===== src/rtl/demultiplexor_registrado.sv =====
// demultiplexor_registrado: registered 1-to-2 demultiplexer.
// Each input word is steered by demux_sel into one of two single-entry output
// buffers. Each buffer drains over its own valid/ready handshake.
// Ready passes through combinationally: a full lane whose consumer is
// accepting in the same cycle can also take a new word in that cycle.
// Optional feature: define DEMUX_CONTADORES_EN to add the per-lane 16-bit
// output-transfer counters cont1/cont2.
module demultiplexor_registrado #(
  parameter int ANCHO = 32
) (
  input  logic             clk,
  input  logic             rst_n,
  input  logic [ANCHO-1:0] entrada_demux,
  input  logic             entrada_valida,
  output logic             entrada_lista,
  input  logic             demux_sel,
  output logic [ANCHO-1:0] salida1_demux,
  output logic             salida1_valida,
  input  logic             salida1_lista,
  output logic [ANCHO-1:0] salida2_demux,
  output logic             salida2_valida,
  input  logic             salida2_lista
`ifdef DEMUX_CONTADORES_EN
  ,
  output logic [15:0]      cont1,
  output logic [15:0]      cont2
`endif
);

  typedef enum logic {VACIO = 1'b0, LLENO = 1'b1} estado_t;

  // Lane index 0 is lane 1 (demux_sel=1), index 1 is lane 2 (demux_sel=0).
  logic [1:0]       lane_lista;
  logic [1:0]       lane_acepta;
  logic [1:0]       lane_carga;
  logic [1:0]       lane_valida;
  logic [ANCHO-1:0] lane_dato [2];
  logic             entrada_fire;

  assign lane_lista = {salida2_lista, salida1_lista};

  // Ready depends only on the selected lane's state and its consumer ready,
  // never on entrada_valida.
  assign entrada_lista = demux_sel ? lane_acepta[0] : lane_acepta[1];
  assign entrada_fire  = entrada_valida & entrada_lista;
  assign lane_carga    = {entrada_fire & ~demux_sel, entrada_fire & demux_sel};

`ifdef DEMUX_CONTADORES_EN
  logic [15:0] lane_cont [2];
`endif

  genvar gi;
  generate
    for (gi = 0; gi < 2; gi++) begin : g_carril
      estado_t          estado_q, estado_d;
      logic [ANCHO-1:0] dato_q, dato_d;
      logic             salida_fire;
      logic             valida;

      assign salida_fire     = (estado_q == LLENO) & lane_lista[gi];
      assign lane_acepta[gi] = (estado_q == VACIO) | lane_lista[gi];

      // State and data registers; reset empties the lane and clears its data.
      always_ff @(posedge clk or negedge rst_n) begin
        if (!rst_n) begin
          estado_q <= VACIO;
          dato_q   <= '0;
        end else begin
          estado_q <= estado_d;
          dato_q   <= dato_d;
        end
      end

      // Next state: fill on input fire, empty on a drain without refill.
      always_comb begin
        estado_d = estado_q;
        dato_d   = dato_q;
        if (lane_carga[gi]) begin
          dato_d = entrada_demux;
        end
        case (estado_q)
          VACIO: if (lane_carga[gi]) estado_d = LLENO;
          LLENO: if (salida_fire && !lane_carga[gi]) estado_d = VACIO;
          default: estado_d = VACIO;
        endcase
      end

      // Output decode: the lane presents valid exactly while it is full.
      always_comb begin
        valida = (estado_q == LLENO);
      end

      assign lane_valida[gi] = valida;
      assign lane_dato[gi]   = dato_q;

`ifdef DEMUX_CONTADORES_EN
      logic [15:0] cont_q, cont_d;

      // Transfer counter register; wraps naturally at 16 bits.
      always_ff @(posedge clk or negedge rst_n) begin
        if (!rst_n) begin
          cont_q <= '0;
        end else begin
          cont_q <= cont_d;
        end
      end

      // Count one per completed output handshake.
      always_comb begin
        cont_d = cont_q;
        if (salida_fire) cont_d = cont_q + 16'd1;
      end

      assign lane_cont[gi] = cont_q;
`endif
    end
  endgenerate

  assign salida1_demux  = lane_dato[0];
  assign salida1_valida = lane_valida[0];
  assign salida2_demux  = lane_dato[1];
  assign salida2_valida = lane_valida[1];

`ifdef DEMUX_CONTADORES_EN
  assign cont1 = lane_cont[0];
  assign cont2 = lane_cont[1];
`endif

endmodule

===== config.mk =====
export PLATFORM = sky130hd
export DESIGN_NAME = demultiplexor_registrado
export DESIGN_NICKNAME = d
export VERILOG_FILES = /design/src/rtl/demultiplexor_registrado.sv
export SDC_FILE = /design/constraint.sdc
export NUM_CORES = 1
export LEC_CHECK = 0
export CAP_MARGIN = 0
export CORE_ASPECT_RATIO = 1.25
export CORE_MARGIN = 8
export CORE_UTILIZATION = 47
export DETAILED_ROUTE_END_ITERATION = 8
export PLACE_DENSITY = 0.85
export SLEW_MARGIN = 20
export SYNTH_ARGS = -nofsm -noshare
export SYNTH_HDL_FRONTEND = slang
export SYNTH_SLANG_ARGS = --single-unit

===== constraint.sdc =====
create_clock -name clk -period 2.5 [get_ports clk]
set_clock_uncertainty 0.05 [all_clocks]
set_input_delay 0.375 -clock clk [delete_from_list [all_inputs] [get_ports clk]]
set_output_delay 0.375 -clock clk [all_outputs]
set_load 0.03 [all_outputs]

== Word-level counts from Yosys, hierarchy flattened ==
Index checks and enable logic that the tools add are counted.
Word-level totals
  bits in registers: 66
  latch bits: 0
  bits in writable memories: 0
  bits in read-only memories: 0
  word-level logic and storage cells: 25
  memories: 0
Cells by class
  add/sub/neg operators: 0
  multipliers: 0
  div/mod/pow operators: 0
  order comparisons: 0
  equal/unequal tests: 0
  shift-type cells: 0
  mux-type cells: 7
  bitwise operators: 10
  reductions and logical operators: 4
Operator list (count)
  AND 1 bit: 5
  two-way mux 1 bit: 5
  one-hot mux 1 bit (2 select lines): 2
  NOT 1 bit: 3
  logical AND 1 bit: 2
  zero test 1 bit: 2
  bitwise OR 1 bit: 2

== Depth between registers and ports, before layout ==
  depth in word-level cells: 9
  mapped depth: 5
  depth with buffers taken out: 3

== Worst setup path after synthesis ==
No wires, ideal clock.
  path type: flip-flop to output port
  start: register g_carril[0].estado_q, in the netlist salida1_valida
  end: output port entrada_lista
  data arrival time: 1235 ps
  slack: 840 ps
  stages on the path, launching flop included: 3
  buffers on the path: 0
  cells stage by stage: dfrtp_1 -> and2b_1 -> a21oi_1
On the way
  longest elaborated chain between the ends: 3
RTL lines
  from (decl): RTL line 55  | estado_t estado_q, estado_d;
  from (signal assigned): RTL line 69  | estado_q <= estado_d;
  NOT 1 bit
  bitwise OR 1 bit: RTL line 61  | assign lane_acepta[gi] = (estado_q == VACIO) | lane_lista[gi];
  two-way mux 1 bit: RTL line 44  | assign entrada_lista = demux_sel ? lane_acepta[0] : lane_acepta[1];
  to (decl): RTL line 15  | output logic entrada_lista,
Every way passes these cells.

== Worst setup path in the final report ==
  start: input port salida1_lista
  end: output port entrada_lista
On the way
  longest elaborated chain between the ends: 2
RTL lines
  from (decl): RTL line 19  | input logic salida1_lista,
  bitwise OR 1 bit: RTL line 61
  two-way mux 1 bit: RTL line 44
Every way passes these cells.

==> metrics <==
commonest non-fill, non-tap cells in the layout clkdlybuf4s50_1, dfrtp_1, mux2_2; Post-Synthesis Net Count about 190; Ports 105; delay-heaviest family, CP buffers and inverters; Pint 2.38 mW; number of synthesized register bits 66; buffer count from post-CTS setup fixing 0; core footprint 5480 sq um; total gr overflow 0; vias per inst 4.96; total chip power 3.48 mW; mapped cell area 2670 sq um; Finish-stage setup viols 0; Die Footprint about 8400 sq um; clock sinks 66; Cell Chain, Critical Path clkdlybuf4s50_1 -> and2b_1 -> a21oi_1 -> clkdlybuf4s50_1; Worst setup EP type output port; Nets 299; post-synthesis mux area share 31.2%; DRT iter0 DRCs 38; sequential fraction of the synthesis area about three fifths; final slew viol count 0; num rows 30; Worst EP required 2080 ps; fmax roughly 430 MHz; Routed WL approximately 6400 microns; global-route wire length before repair 10400 microns; final hold violations 0; setup_tns 0 ps; final worst-path cycle share 93.5%; minimum clock period 2340 ps; max-cap check violation count 0; worst-skew pair later-pin latency approximately 330 ps; FILL cells about 390; area share of xor/xnor cells in the synthesized design 0%; hold-fix buffers at CTS 0; cells after synthesis 147; PwrDens just under 900 nW/um^2; synth warn 0; critical path's most frequent cell clkdlybuf4s50_1; vias in the first global route 1921; most common cell after layout, fill and taps aside clkdlybuf4s50_1; Clk pin slew, worst setup/hold paths 70 ps; Synth area leader dfrtp_1; H-tree depth 3; Antenna Cells 0; Flop pwr share slightly below 40%; worst rel slew slack 55.0%; status finished clean; largest net degree at the start of global routing 31; clock share of power 26.1%; Arr. time, crit path 1910 ps; GR Util All Layers between 15 and 20%; initial antenna violation count 0; Buf+Inv Stages, Crit Path 2; stages on the worst setup path 4; maximum VDD drop ~0.56 mV; Final ANT Viol Nets 0; Sw Share 31.5%; Port Buf Inserts 104; pre-CTS setup slack 166 ps; Comb power frac 34.6%; Starting Density 48.8%; Startpoint Class input port; die height 100 microns; clock tree buffer depth 2; Synth top area share 61.8%; Slowest cell on crit path clkdlybuf4s50_1; Post-Synth Simple-Gate Area 2.90%; Synth Area in Compound Gates 0.187%; RSZ-0062 raised after global routing no; worst slew pin tran just under 700 ps; Syn-to-layout area delta 48.1%; # DRC 0; worst hold-check path type in -> async; vias 1633; LEAKAGE 1.72 nW; Max FO, Critical Path 3; WL/cell 19.4 microns; Critical Path Max Stage Delay 700 ps; post-synthesis adder-cell area fraction 0%; Routability Congestion 0.710; final worst slack 163 ps; CTS tree yes; syn_area_per_cell 18.2 sq um; post_cts resized 0; worst-case reg-to-reg path depth 4; synth top area cells dfrtp_1, mux2_4, mux2_2; CP Class in -> out; largest family of logic cells by synthesized area multiplexers; placed wire-length estimate 4850 microns; library cells used by synthesis 14; drt first pass iters 4; layout cells sized above 1 32.8%; total CTS buffers 9; Die Wd 83.4 microns; Root Buffer clkbuf_8; Sw Pwr 1.10 mW
[final timing paths]
kind	start	end	slack, ps
max	salida1_lista	entrada_lista	160
min	rst_n	salida1_demux[21]$_DFFE_PN0P_	20
max reg2reg	salida2_valida$_DFF_PN0_	salida2_demux[23]$_DFFE_PN0P_	990
min reg2reg	salida1_demux[18]$_DFFE_PN0P_	salida1_demux[18]$_DFFE_PN0P_	440
max in group asynchronous	rst_n	salida1_demux[28]$_DFFE_PN0P_	1620
min in group clk	salida1_demux[18]$_DFFE_PN0P_	salida1_demux[18]$_DFFE_PN0P_	440
[synth_stat cells, drive strengths merged]
master / count
and2b: 1
nand2b: 3
buf: 7
mux2: 64
nor2b: 1
a21oi: 1
nand2: 2
dfrtp: 66
nor2: 2
[kinds of logic (layout without fill, tap and decap cells)]
family | after synthesis | count (layout)
simple gates | 9 | 9
flops | 66 | 66
buf+inv | 7 | 125
mux | 64 | 64
compound gates | 1 | 1
[per-stage QoR]
step | util, % | area, sq um | instances | hold slack, ps
2_1_floorplan | - | 2670 | 147 | 29.4
3_3_place_gp | 68.5 | 3750 | 314 | 394
3_5_place_dp | 68.5 | 3750 | 314 | 393
4_1_cts | 72.2 | 3960 | 329 | 22.4
5_1_grt | 72.2 | 3960 | 329 | 71.4
6_report | 72.2 | 3960 | 329 | 23.6
[worst register-to-register path, cell delays in order, from the launching register on]
cell and delay (ps):
dfrtp_1 420, nand2b_4 90, nor2b_4 300, buf_12 220
mux2_4 320
[metal layers]
layer  vias up  track usage (%)  share of wire, %
li1        745                -                 -
met1       816             16.6                38
met2        62             26.9                51
met3        10             6.73               8.3
met4         0             9.19               2.2
met5         -                0                 0
[registers in the layout (all words and copies together), names as in the netlist]
name and flops:
salida1_demux 32, salida2_demux 32, salida1_valida 1, salida2_valida 1
[power groups by stage]
stage / registers [mW] / clock network, mW / logic (mW)
after floorplan: 1.76 / 0 / 0.283
after global placement: 1.37 / 0 / 1.20
after detailed placement: 1.39 / 0 / 1.22
after CTS: 1.37 / 0.939 / 1.22
after global routing: 1.39 / 0.976 / 1.26
final: 1.37 / 0.907 / 1.20
[layout make-up]
class	count	area, sq um	area share (%)
Tap cell	64	80.1	2.02
Clock inverter	2	35.0	0.885
Sequential cell	66	1650	41.7
Multi-Input combinational cell	74	916	23.1
Timing Repair Buffer	110	1110	27.9
Clock buffer	13	169	4.27
Note: power is estimated with default switching activity, not from simulation.
